[config.mk]
export PLATFORM = sky130hd
export DESIGN_NAME = half_adder_sync
export DESIGN_NICKNAME = d
export VERILOG_FILES = /design/src/rtl/half_adder_sync.sv
export SDC_FILE = /design/constraint.sdc
export NUM_CORES = 1
export LEC_CHECK = 0
export ABC_AREA = 1
export ABC_CLOCK_PERIOD_IN_PS = 2100
export BUFFER_PORTS_ARGS = -buffer_cell sky130_fd_sc_hd__buf_2
export CAP_MARGIN = 30
export CORE_UTILIZATION = 50
export CTS_BUF_LIST = sky130_fd_sc_hd__clkbuf_8
export CTS_CLUSTER_SIZE = 16
export DETAILED_ROUTE_END_ITERATION = 16
export PLACE_DENSITY = 0.79
export SYNTH_ARGS = -nofsm -noshare
export SYNTH_HDL_FRONTEND = slang
export SYNTH_SLANG_ARGS = --single-unit
[constraint.sdc]
create_clock -name clk -period 2.1 [get_ports clk]
set_clock_uncertainty 0.1 [all_clocks]
set_input_delay 0.315 -clock clk [delete_from_list [all_inputs] [get_ports clk]]
set_output_delay 0.315 -clock clk [all_outputs]
set_load 0.02 [all_outputs]
[src/rtl/half_adder_sync.sv]
// Registered multi-lane half adder: per-lane sum/carry, carry summary and a
// saturating count of accepted operations, all driven straight from flops.
module half_adder_sync #(
    parameter  int WIDTH = 1,
    parameter  int CNT_W = 16,
    localparam int CC_W  = $clog2(WIDTH + 1)
) (
    input  logic             clk,
    input  logic             rst,
    input  logic             in_valid,
    input  logic [WIDTH-1:0] ip1,
    input  logic [WIDTH-1:0] ip2,
    output logic             out_valid,
    output logic [WIDTH-1:0] sum,
    output logic [WIDTH-1:0] carry,
    output logic             any_carry,
    output logic [CC_W-1:0]  carry_count,
    output logic [CNT_W-1:0] op_count
);

    logic [WIDTH-1:0] sum_next;
    logic [WIDTH-1:0] carry_next;
    logic [CC_W-1:0]  count_next;
    logic             accept;

    assign accept     = in_valid;
    assign sum_next   = ip1 ^ ip2;
    assign carry_next = ip1 & ip2;

    // Popcount of the carry vector about to be registered.
    always_comb begin
        count_next = '0;
        for (int i = 0; i < WIDTH; i++) begin
            count_next = count_next + CC_W'(carry_next[i]);
        end
    end

    always_ff @(posedge clk) begin
        if (rst) begin
            out_valid   <= 1'b0;
            sum         <= '0;
            carry       <= '0;
            any_carry   <= 1'b0;
            carry_count <= '0;
            op_count    <= '0;
        end else begin
            out_valid <= accept;
            if (accept) begin
                sum         <= sum_next;
                carry       <= carry_next;
                any_carry   <= |carry_next;
                carry_count <= count_next;
                // Saturate rather than wrap so a long run never reads as idle.
                if (op_count != {CNT_W{1'b1}}) begin
                    op_count <= op_count + CNT_W'(1);
                end
            end
        end
    end

endmodule

Word-level counts from Yosys, hierarchy flattened
Cells that the tools add are included.
W data, S select, Z words.

word-level totals
  flip-flop bits (word level) = 19
  logic and storage cells = 9
  bits of input ports = 5
  output and inout port bits = 21

operators by class
  reductions and logical operators = 1
  bitwise operators = 2
  add/sub/neg operators = 1
  equality and inequality tests = 1

operators by type and width
  cell                     count
  $add A16 B1 Y16 const B  1
  $ne A16 B16 Y1 const B   1
  $reduce_and A2 Y1        1
  $and A1 B1 Y1            1
  $xor A1 B1 Y1            1

Longest topological paths before layout
Gate-level depths: netlist of run 1.

  depth in word-level cells = 2
  mapped depth = 10
  mapped depth without buffers = 10

Worst setup path after synthesis of run 1
No wires, ideal clock.

  path type = reg-to-reg
  start point = reg op_count[0]
  end point = reg op_count[10]
  data arrival time = 1.475 ns
  data required time = 1.886 ns
  slack = 0.411 ns
  path buffers = 1
  period minus slack after synthesis = 1.689 ns
  setup time = 0.114 ns
  cell stages (with the launch flop) = 10
  cells stage by stage = dfxtp_1 > ha_1 > nand2_1 > nor2_1 > nand2_2 > nor2_4 > nand2_4 > buf_6 > a21oi_1 > nor2_1

between the ends
  longest elaborated chain between the ends = 2

ends and longest elaborated chain
  what                                                                     RTL line  source
  from (decl)                                                              18        output logic [CNT_W-1:0] op_count
  from (signal assigned)                                                   55        op_count <= op_count + CNT_W'(1);
  parallel branches: the longest is 2 deep, another holds $add A16 B1 Y16  -

Parallel ways; which one is timed is not known.
A chain may end at the register's enable or synchronous reset.

Worst setup path in the final report of run 1
  start point = reg op_count[0]
  end point = reg op_count[9]

The elaborated chain is that of the path after synthesis.

==> flow_metrics.tcl, run 1 <==
set metrics [dict create \
    postRouteAntennaNets 0 \
    dr_total_vias 1135 \
    clock_path_buffers 2 \
    initialDrtViolationCount 39 \
    finalSetupViolCount 0 \
    setup-tns-final_ns 0 \
    layout-drive-gt1-share_pct 20.7 \
    insertion_delay_ns 0.25 \
    die_area_sq_mm 0.00238 \
    synth.distinct_cells 24 \
    post_drt_via_cell_ratio 5.04 \
    hp-class "input port to flip-flop" \
    max_stage_delay_ns 0.41 \
    dp_hpwl_um 1770 \
    cp.required_ns 2.16 \
    final.fill_count 200 \
    vdd_drop_max_v 0.000322 \
    clkTransAtPathRegs_ns 0.07 \
    wl_um 2390 \
    ys_warn_count 0 \
    grt_max_degree 19 \
    area_growth_pct 15.2 \
    crit_path_start_kind "flip-flop" \
    place.gp.congestion 0.867 \
    worstHoldPathCells 2 \
    cap_viol_max_count 0 \
    synth_seq_cells 19 \
    rsz0062_at_grt "no" \
    fin_crit_ns 1.78 \
    grt_pass1_vias 1001 \
    die_h_um 48.8 \
    synthesis.nets 181 \
    drc 0 \
    tritoncts "done" \
    status "completed" \
    antenna_found_initial 0 \
    arrival_ns 1.84 \
    final_util_pct 62.9 \
    power.leakage_nw 0.637 \
    wl_per_cell_um 10.6 \
    worst_pin_slew_ns 0.548 \
    synth_area_sq_mm 0.00109 \
    dpl.cell_count 221 \
    post-route-period-util_pct 85.0 \
    io_pins 26 \
    grt_first_pass_wirelength_um 4230 \
    clockRootBuffer "clkbuf_8" \
    seq_area_frac_synth_pct 34.8 \
    rows 16 \
    cp-end-kind "flip-flop" \
    p_total_w 0.000716 \
    grt_overflow 0 \
    drv_slew 0 \
    grt_use_total_pct 22.5 \
    worstPathMaxFanout 5 \
    port_buffers 25 \
    hold_viol 0 \
    cts.repair.resized 0 \
    cts_sinks 19 \
    initial_utilization_pct 54.6 \
    cp_cell_sequence "ha_1, nand2_1, nor2_1, nand2_1, inv_2, nand2_1, nand2_1, nand2_1, nand2_1, nor2_1" \
    cp_slowest_cell "dfxtp_1" \
    cts-buffers-inserted 3 \
    chipWidth_um 48.8 \
    synthCells 174 \
    cp_common_cell "nand2_1" \
    hold_buffers 0 \
    r2r.worst_path.cells 10 \
    num_antenna_cells 0 \
    cts_setup_buffers 0 \
    crit_type "flip-flop to flip-flop" \
    cts_max_level 1 \
    nets 206 \
    stdcell_count 225 \
    dr.pass1.iters 4 \
    core_sq_mm 0.00200 \
    synth_area_per_cell_sq_um 6.28 \
    fmax_mhz 560 \
    slew_headroom_pct 63.4 \
    power_density_mw_per_mm2 568 \
]
power breakdown:
| group | internal [W] | switching (W) |
|---|---|---|
| clock | 0.000130 | 0.000123 |
| sequential | 0.000371 | 0.0000107 |
| combinational | 0.0000281 | 0.0000531 |
| total | 0.000529 | 0.000187 |
kinds of logic (layout without fill, tap and decap cells):
group / Yosys count / after routing / share of synthesized area, %
adder cells (fa/ha/maj): 2 / 2 / 2.29
XOR/XNOR: 1 / 1 / 0.801
buffers and inverters: 24 / 48 / 9.95
flip-flops: 19 / 19 / 34.8
AO/OA/AOI/OAI: 15 / 15 / 7.21
AND/OR/NAND/NOR: 113 / 113 / 45.0
through the flow:
| stage | setup slack, ns | cell area (sq um) | hold slack (ns) |
|---|---|---|---|
| floorplan | 0.411 | 1090 | 0.287 |
| global placement | 0.526 | 1210 | 0.382 |
| detailed placement | 0.362 | 1210 | 0.386 |
| CTS | 0.348 | 1260 | 0.138 |
| global route | 0.148 | 1260 | 0.149 |
| finish | 0.315 | 1260 | 0.139 |
Yosys cell counts:
library cell / count / area share [%]
a21oi_1: 10 / 4.6
a21oi_2: 1 / 0.80
buf_4: 3 / 2.1
buf_6: 1 / 1.0
clkbuf_1: 1 / 0.34
clkinv_1: 1 / 0.34
dfxtp_1: 19 / 35
ha_1: 2 / 2.3
inv_1: 13 / 4.5
inv_2: 5 / 1.7
nand2_1: 45 / 15
nand2_2: 1 / 0.57
nand2_4: 1 / 1.0
nand3_1: 14 / 6.4
nand3_2: 1 / 0.92
nand3b_1: 3 / 2.1
nand4_1: 2 / 1.1
nor2_1: 40 / 14
nor2_2: 3 / 1.7
nor2_4: 1 / 1.0
nor3_1: 2 / 0.92
o21ai_0: 3 / 1.4
o21ai_1: 1 / 0.46
xor2_1: 1 / 0.80
cell type report:
type	instances	area, sq um	area share [%]
clock buffer	3	41.3	3.28
tap	27	33.8	2.68
timing repair buffer	25	125	9.93
clock inverter	1	3.75	0.298
inverter	19	71.3	5.66
sequential	19	380	30.2
multi-input combinational	131	604	48.0
per-layer routing:
metal  GRT usage [%]  part of all wire [%]  up-vias
met5               0                     0        -
met4            8.82                  0.84        0
met3            4.09                   5.4        4
met2            36.8                    46       34
met1            29.2                    48      504
li1                -                     -      593
flip-flops by register name (all words and copies together) (netlist names):
register	flops
op_count	16
carry_count	1
out_valid	1
sum	1
cells in the final DEF (no fill, tap or decap), drive strengths merged:
| master | netlist | final |
|---|---|---|
| nand2 | 47 | 47 |
| nor2 | 44 | 44 |
| buf | 4 | 25 |
| dfxtp | 19 | 19 |
| inv | 18 | 19 |
| nand3 | 15 | 15 |
| a21oi | 11 | 11 |
| o21ai | 4 | 4 |
| nand3b | 3 | 3 |
| clkbuf | 1 | 3 |
| nand4 | 2 | 2 |
| nor3 | 2 | 2 |
| ha | 2 | 2 |
| xor2 | 1 | 1 |
| clkinv | 1 | 1 |
worst max-delay path, delay by kind of cell (launching register included):
kind	cells	cell delay [ns]
fa+ha+maj	1	0.24
buf+inv	1	0.08
flops	1	0.41
simple gates	8	0.85
final timing paths:
kind                    start           to  slack, ns
setup / recovery  op_count[0]  op_count[9]       0.32
hold / removal            rst  op_count[3]       0.14
setup reg to reg  op_count[0]  op_count[9]       0.32
hold reg to reg           sum          sum       0.40
No activity file was read; power rests on OpenSTA's default activity.
==> inputs of run 2 (changes only) <==
--- a/config.mk
+++ b/config.mk
@@ -6,7 +6,7 @@
 export NUM_CORES = 1
 export LEC_CHECK = 0
 export ABC_AREA = 1
-export ABC_CLOCK_PERIOD_IN_PS = 2100
+export ABC_CLOCK_PERIOD_IN_PS = 1900
 export BUFFER_PORTS_ARGS = -buffer_cell sky130_fd_sc_hd__buf_2
 export CAP_MARGIN = 30
 export CORE_UTILIZATION = 50
==> constraint.sdc (replaced) <==
create_clock -name clk -period 1.9 [get_ports clk]
set_clock_uncertainty 0.1 [all_clocks]
set_input_delay 0.285 -clock clk [delete_from_list [all_inputs] [get_ports clk]]
set_output_delay 0.285 -clock clk [all_outputs]
set_load 0.02 [all_outputs]
==> run 2 against run 1 <==
Sequential share of layout area is 0.24 points lower. Largest cell class unchanged. Critical path type unchanged. First-iteration DRC count is 7.7% higher. Maximum frequency is 0.30% lower. Cell count is 0.44% higher. Clock-buffer cell count stayed put. Sequential power is 11% higher. Sequential cell count stayed put.
==> flow_metrics.tcl, run 2 (synthesis gave the netlist of run 1 again) <==
set metrics [dict create \
    tritoncts "done" \
    largest-register "op_count" \
    clkTransAtPathRegs_ns 0.07 \
    cp.required_ns 1.98 \
    rsz0062_at_grt "no" \
    cp_cell_sequence "ha_1, nand2_1, nor2_1, nand2_2, inv_2, nand2_1, nand3_1, nand2_1, nor2_1" \
    cap_viol_max_count 0 \
    cpLargestDelayFamily "simple AND/OR/NAND/NOR gates" \
    grt_use_total_pct 22.7 \
    arrival_ns 1.87 \
    wl_um 2420 \
    grt_pass1_vias 998 \
    hp-class "input port to flip-flop" \
    max_stage_delay_ns 0.41 \
    clock_path_buffers 2 \
    fmax_mhz 559 \
    timing.hold.ws_ns 0.104 \
    port_buffers 25 \
    dr.pass1.iters 4 \
    grt_overflow 0 \
    die_area_sq_mm 0.00238 \
    place_ws_ns 0.199 \
    area_growth_pct 16.1 \
    drv_slew 0 \
    core_sq_mm 0.00200 \
    insertion_delay_ns 0.26 \
    post-route-period-util_pct 94.2 \
    cts-buffers-inserted 3 \
    worst_pin_slew_ns 0.503 \
    cts_setup_buffers 0 \
    largest_reg_flops 16 \
    power_density_mw_per_mm2 622 \
    final_common_cell "nand2_1" \
    status "completed" \
    layout_common_cells "44 x nand2_1, 40 x nor2_1, 25 x buf_2" \
    postRouteAntennaNets 0 \
    grt_max_degree 19 \
    place.gp.congestion 0.863 \
    cp-end-kind "flip-flop" \
    cts_max_level 1 \
    dr_total_vias 1167 \
    grt_first_pass_wirelength_um 4270 \
    dp_hpwl_um 1790 \
    slew_headroom_pct 66.4 \
    die_h_um 48.8 \
    initialDrtViolationCount 42 \
    cts_sinks 19 \
    num_antenna_cells 0 \
    cp_common_cell "nand2_1" \
    power.leakage_nw 0.643 \
    crit_type "flip-flop to flip-flop" \
    setup_ws_ns 0.110 \
    setup-tns-final_ns 0 \
    final_util_pct 63.4 \
    fin_crit_ns 1.79 \
    rows 16 \
    finalSetupViolCount 0 \
    crit_path_start_kind "flip-flop" \
    hold_viol 0 \
    chipWidth_um 48.8 \
    cp_slowest_cell "dfxtp_1" \
    post_drt_via_cell_ratio 5.16 \
    initial_utilization_pct 54.6 \
    layout-drive-gt1-share_pct 21.6 \
    drc 0 \
    vdd_drop_max_v 0.000564 \
    wl_per_cell_um 10.7 \
    crit_buf_inv 1 \
    antenna_found_initial 0 \
    clockRootBuffer "clkbuf_8" \
    worstPathMaxFanout 5 \
    cts.repair.resized 0 \
    io_pins 26 \
    nets 207 \
    hold_buffers 0 \
]
==> run 2: changes by cell type in the layout (fill, tap and decap cells not counted), sizes merged <==
cell	previous run	this run
buf	25	26
==> run 2: report_power, final <==
part / internal (W) / leakage [nW] / switching, W
clock: 0.000144 / 0.0269 / 0.000133
sequential: 0.000411 / 0.155 / 0.0000123
combinational: 0.0000325 / 0.461 / 0.0000587
total: 0.000587 / 0.643 / 0.000204
==> run 2: path summary, 6_finish.rpt <==
check,startpoint,endpoint,slack [ns],depth (start not counted)
worst min-delay path,rst,op_count[3],0.10,2
worst max-delay path,op_count[0],op_count[0],0.11,9
worst max register to register,op_count[0],op_count[0],0.11,9
worst min register to register,sum,sum,0.40,2
==> run 2: area by class of cell <==
cell class / count / area, sq um
sequential: 19 / 380
tap: 27 / 33.8
clock buffer: 3 / 41.3
multi-input combinational: 131 / 607
clock inverter: 1 / 3.75
timing repair buffer: 26 / 133
inverter: 19 / 71.3
fill: 205 / 732
==> run 2: through the flow <==
step	instance area [sq um]	power (W)	cells
final	1270	0.000790	226
after global routing	1270	0.000822	226
after CTS	1270	0.000792	226
after detailed placement	1220	0.000522	222
after global placement	1220	0.000519	222
after floorplan	1090	0.000494	174
==> run 2: worst reg2reg max path: stages (launching register included) <==
cell and delay (ns):
dfxtp_1 0.41, ha_1 0.23, nand2_1 0.08, nor2_1 0.22, nand2_2 0.14, inv_2 0.09
nand2_1 0.12, nand3_1 0.10, nand2_1 0.05, nor2_1 0.18
==> run 2: per-layer routing <==
layer	global-route usage (%)	vias up	part of all wire (%)
met3	3.77	8	5.4
met2	37.3	45	46
met5	0	-	0
met4	9.80	0	2.0
li1	-	594	-
met1	29.3	520	46
==> inputs of run 3 (changes only) <==
--- a/config.mk
+++ b/config.mk
@@ -5,7 +5,6 @@
 export SDC_FILE = /design/constraint.sdc
 export NUM_CORES = 1
 export LEC_CHECK = 0
-export ABC_AREA = 1
 export ABC_CLOCK_PERIOD_IN_PS = 1900
 export BUFFER_PORTS_ARGS = -buffer_cell sky130_fd_sc_hd__buf_2
 export CAP_MARGIN = 30
@@ -13,7 +12,7 @@
 export CTS_BUF_LIST = sky130_fd_sc_hd__clkbuf_8
 export CTS_CLUSTER_SIZE = 16
 export DETAILED_ROUTE_END_ITERATION = 16
-export PLACE_DENSITY = 0.79
+export PLACE_DENSITY = 0.81
 export SYNTH_ARGS = -nofsm -noshare
 export SYNTH_HDL_FRONTEND = slang
 export SYNTH_SLANG_ARGS = --single-unit
==> run 3 against run 2 <==
Power fell by 3.5%. Critical endpoint is now op_count[15]. First-iteration DRC count fell by 64%. Worst setup slack got worse by 0.049 ns. Combinational power fell by 23%. Critical path type unchanged. Utilization rose by 8.1 points. Via count fell by 23%. Maximum frequency fell by 2.7%. Sequential power fell by 3%. Synthesized cell count fell by 41%. Register-to-register slack got worse by 0.05 ns. Largest cell class unchanged.
==> flow_metrics.tcl, run 3 <==
set metrics [dict create \
    timing.hold.ws_ns 0.253 \
    cp_slowest_cell "or4_4" \
    synth_edf_count 0 \
    layout_common_cells "25 x buf_2, 9 x dfxtp_1, 8 x a21oi_1, 8 x dfxtp_2" \
    grt_first_pass_wirelength_um 3310 \
    antenna_found_initial 0 \
    cap_viol_max_count 0 \
    cp-end-kind "flip-flop" \
    crit_buf_inv 0 \
    synth_area_leaders "dfxtp_1 42%, a21oi_1 5.0%, nand4_1 3.5%, or3_1 3.5%, mux2i_1 3.3%" \
    yosysMostFrequentCell "dfxtp_1" \
    yosys.area_share.adder_pct 2.77 \
    worst_pin_slew_ns 0.358 \
    cts_sinks 19 \
    largest-register "op_count" \
    grt_max_degree 19 \
    layout-drive-gt1-share_pct 40.0 \
    power_density_mw_per_mm2 669 \
    fmax_mhz 544 \
    hold_viol 0 \
    fin_crit_ns 1.84 \
    num_antenna_cells 0 \
    cp_cell_sequence "nand3_2, or4_4, or4_1, a21oi_1" \
    area_growth_pct 26.4 \
    p_total_w 0.000763 \
    synthCells 102 \
    synth_mux_area_share_pct 3.33 \
    clkTransAtPathRegs_ns 0.07 \
    drv_slew 0 \
    vdd_drop_max_v 0.000387 \
    dpl.cell_count 150 \
    post_drt_via_cell_ratio 5.84 \
    hp-class "input port to flip-flop" \
    crit_path_start_kind "flip-flop" \
    dr_total_vias 900 \
    dp_hpwl_um 1430 \
    ys.flop_type "dfxtp_1" \
    synthXorXnorAreaFrac_pct 0.971 \
    status "completed" \
    grt_overflow 0 \
    port_buffers 25 \
    crit_cells 4 \
    synth_common_cells "19 x dfxtp_1, 9 x a21oi_1, 7 x nand2_1, 7 x nor2_1, 6 x o21ai_0" \
    wl_um 2070 \
    worstHoldPathCells 2 \
    r2r.worst_path.cells 4 \
    grt_pass1_vias 748 \
    cts_setup_buffers 0 \
    holdPathEnd "out_valid" \
    synth_top_family_by_area "simple AND/OR/NAND/NOR gates" \
    rows 14 \
    rsz0062_at_grt "no" \
    tritoncts "done" \
    synthesis.nets 109 \
    finalSetupViolCount 0 \
    synth_area_sq_um 902 \
    arrival_ns 1.93 \
    slew_headroom_pct 76.1 \
    core_sq_mm 0.00159 \
    max_stage_delay_ns 0.56 \
    chipWidth_um 44.5 \
    synth_seq_cells 19 \
    grt_use_total_pct 22.4 \
    largest_reg_flops 16 \
    netlist.area_leader.share_pct 42.2 \
    dr.pass1.iters 5 \
    final.fill_count 150 \
    die_area_sq_mm 0.00198 \
    cts-buffers-inserted 3 \
    clock_path_buffers 2 \
    seq_area_frac_synth_pct 42.2 \
    place.gp.congestion 0.812 \
    synth_area_per_cell_sq_um 8.84 \
    synth_compound_area_share_pct 20.0 \
    nets 138 \
    cp.required_ns 1.99 \
    synth.distinct_cells 29 \
    synth-async-reset-ratio_pct 0 \
    drc 0 \
    final_common_cell "buf_2" \
    reg2reg_to "op_count[15]" \
    stdcell_count 154 \
    clockRootBuffer "clkbuf_8" \
    synth-simple-area-share_pct 24.7 \
    io_pins 26 \
    wl_per_cell_um 13.4 \
    synth_top_area_cell "dfxtp_1" \
    final_util_pct 71.5 \
    initialDrtViolationCount 15 \
    insertion_delay_ns 0.25 \
    power.leakage_nw 0.448 \
    ys_warn_count 0 \
    die_h_um 44.5 \
    rrSetupSlack_ns 0.06 \
    crit_type "flip-flop to flip-flop" \
    cts_max_level 1 \
    initial_utilization_pct 56.6 \
    worstPathMaxFanout 7 \
    rr_startpoint "op_count[5]" \
    cpLargestDelayFamily "simple AND/OR/NAND/NOR gates" \
    setup-tns-final_ns 0 \
    hp-start "in_valid" \
    post-route-period-util_pct 96.8 \
    postRouteAntennaNets 0 \
]
==> run 3: cell count changes in the layout (fill, tap and decap cells not counted), sizes merged, moves of 3 or more <==
| cell | delta |
|---|---|
| or4 | +5 |
| nand3b | -3 |
| nand3 | -9 |
| nand4 | +3 |
| a31oi | +3 |
| or3 | +6 |
| nand2 | -40 |
| mux2i | +3 |
| buf | +4 |
| o31ai | +4 |
| o21a | +3 |
| nor2 | -37 |
| inv | -17 |
==> run 3: timing repair <==
| item | CTS | global route |
|---|---|---|
| gates resized for setup | 0 | 10 |
| hold buffers | 0 | 0 |
| setup endpoints to repair | 0 | 6 |
==> run 3: through the flow <==
stage | instance area [sq um] | worst slack (ns)
after detailed placement | 1060 | 0.0722
after CTS | 1110 | 0.0553
final | 1140 | 0.0613
after global routing | 1140 | 0.00116
after global placement | 1060 | 0.102
after floorplan | 911 | -0.0000135
==> run 3: worst max path at each step <==
| stage | start | slack, ns | to |
|---|---|---|---|
| 4_1_cts | op_count[10] | 0.06 | op_count[15] |
| 6_report | op_count[5] | 0.06 | op_count[15] |
| 3_3_place_gp | op_count[7] | 0.10 | op_count[15] |
| 3_5_place_dp | op_count[1] | 0.07 | op_count[10] |
| 2_1_floorplan | op_count[12] | -0.00001 | op_count[1] |
| 5_1_grt | op_count[5] | 0.001 | op_count[15] |
==> run 3: final cells by class <==
cell class	instances	area, sq um	area share, %
Clock inverter	1	5.00	0.439
Multi-Input combinational cell	75	495	43.5
Inverter	2	7.51	0.659
Timing Repair Buffer	30	163	14.3
Sequential cell	19	398	34.9
Tap cell	24	30.0	2.63
Clock buffer	3	41.3	3.62
==> run 3: cell families (layout without fill, tap and decap cells) <==
kind of cell | Yosys count | after routing
AO/OA/AOI/OAI | 29 | 29
XOR/XNOR | 1 | 1
adder cells (fa/ha/maj) | 2 | 2
buffers and inverters | 8 | 36
flip-flops | 19 | 19
multiplexers | 3 | 3
AND/OR/NAND/NOR | 40 | 40
==> run 3: worst register-to-register path: cells and delay by family, from the launching register on <==
| family | cells | cell delay, ns |
|---|---|---|
| flip-flops | 1 | 0.39 |
| AO/OA/AOI/OAI | 1 | 0.14 |
| AND/OR/NAND/NOR | 3 | 1.15 |
==> run 3: per-layer routing <==
layer / up-vias / track usage (%) / part of all wire [%]
met5: - / 0 / 0
met3: 6 / 3.67 / 5.4
met4: 0 / 9.09 / 1.8
met2: 38 / 35.9 / 47
met1: 417 / 29.9 / 45
li1: 439 / - / -
==> run 3: power by group <==
group | leakage (nW) | internal [W] | switching (W)
registers | 0.159 | 0.000404 | 0.00000719
clock network | 0.0255 | 0.000146 | 0.000135
logic | 0.263 | 0.0000278 | 0.0000425
total | 0.448 | 0.000578 | 0.000185
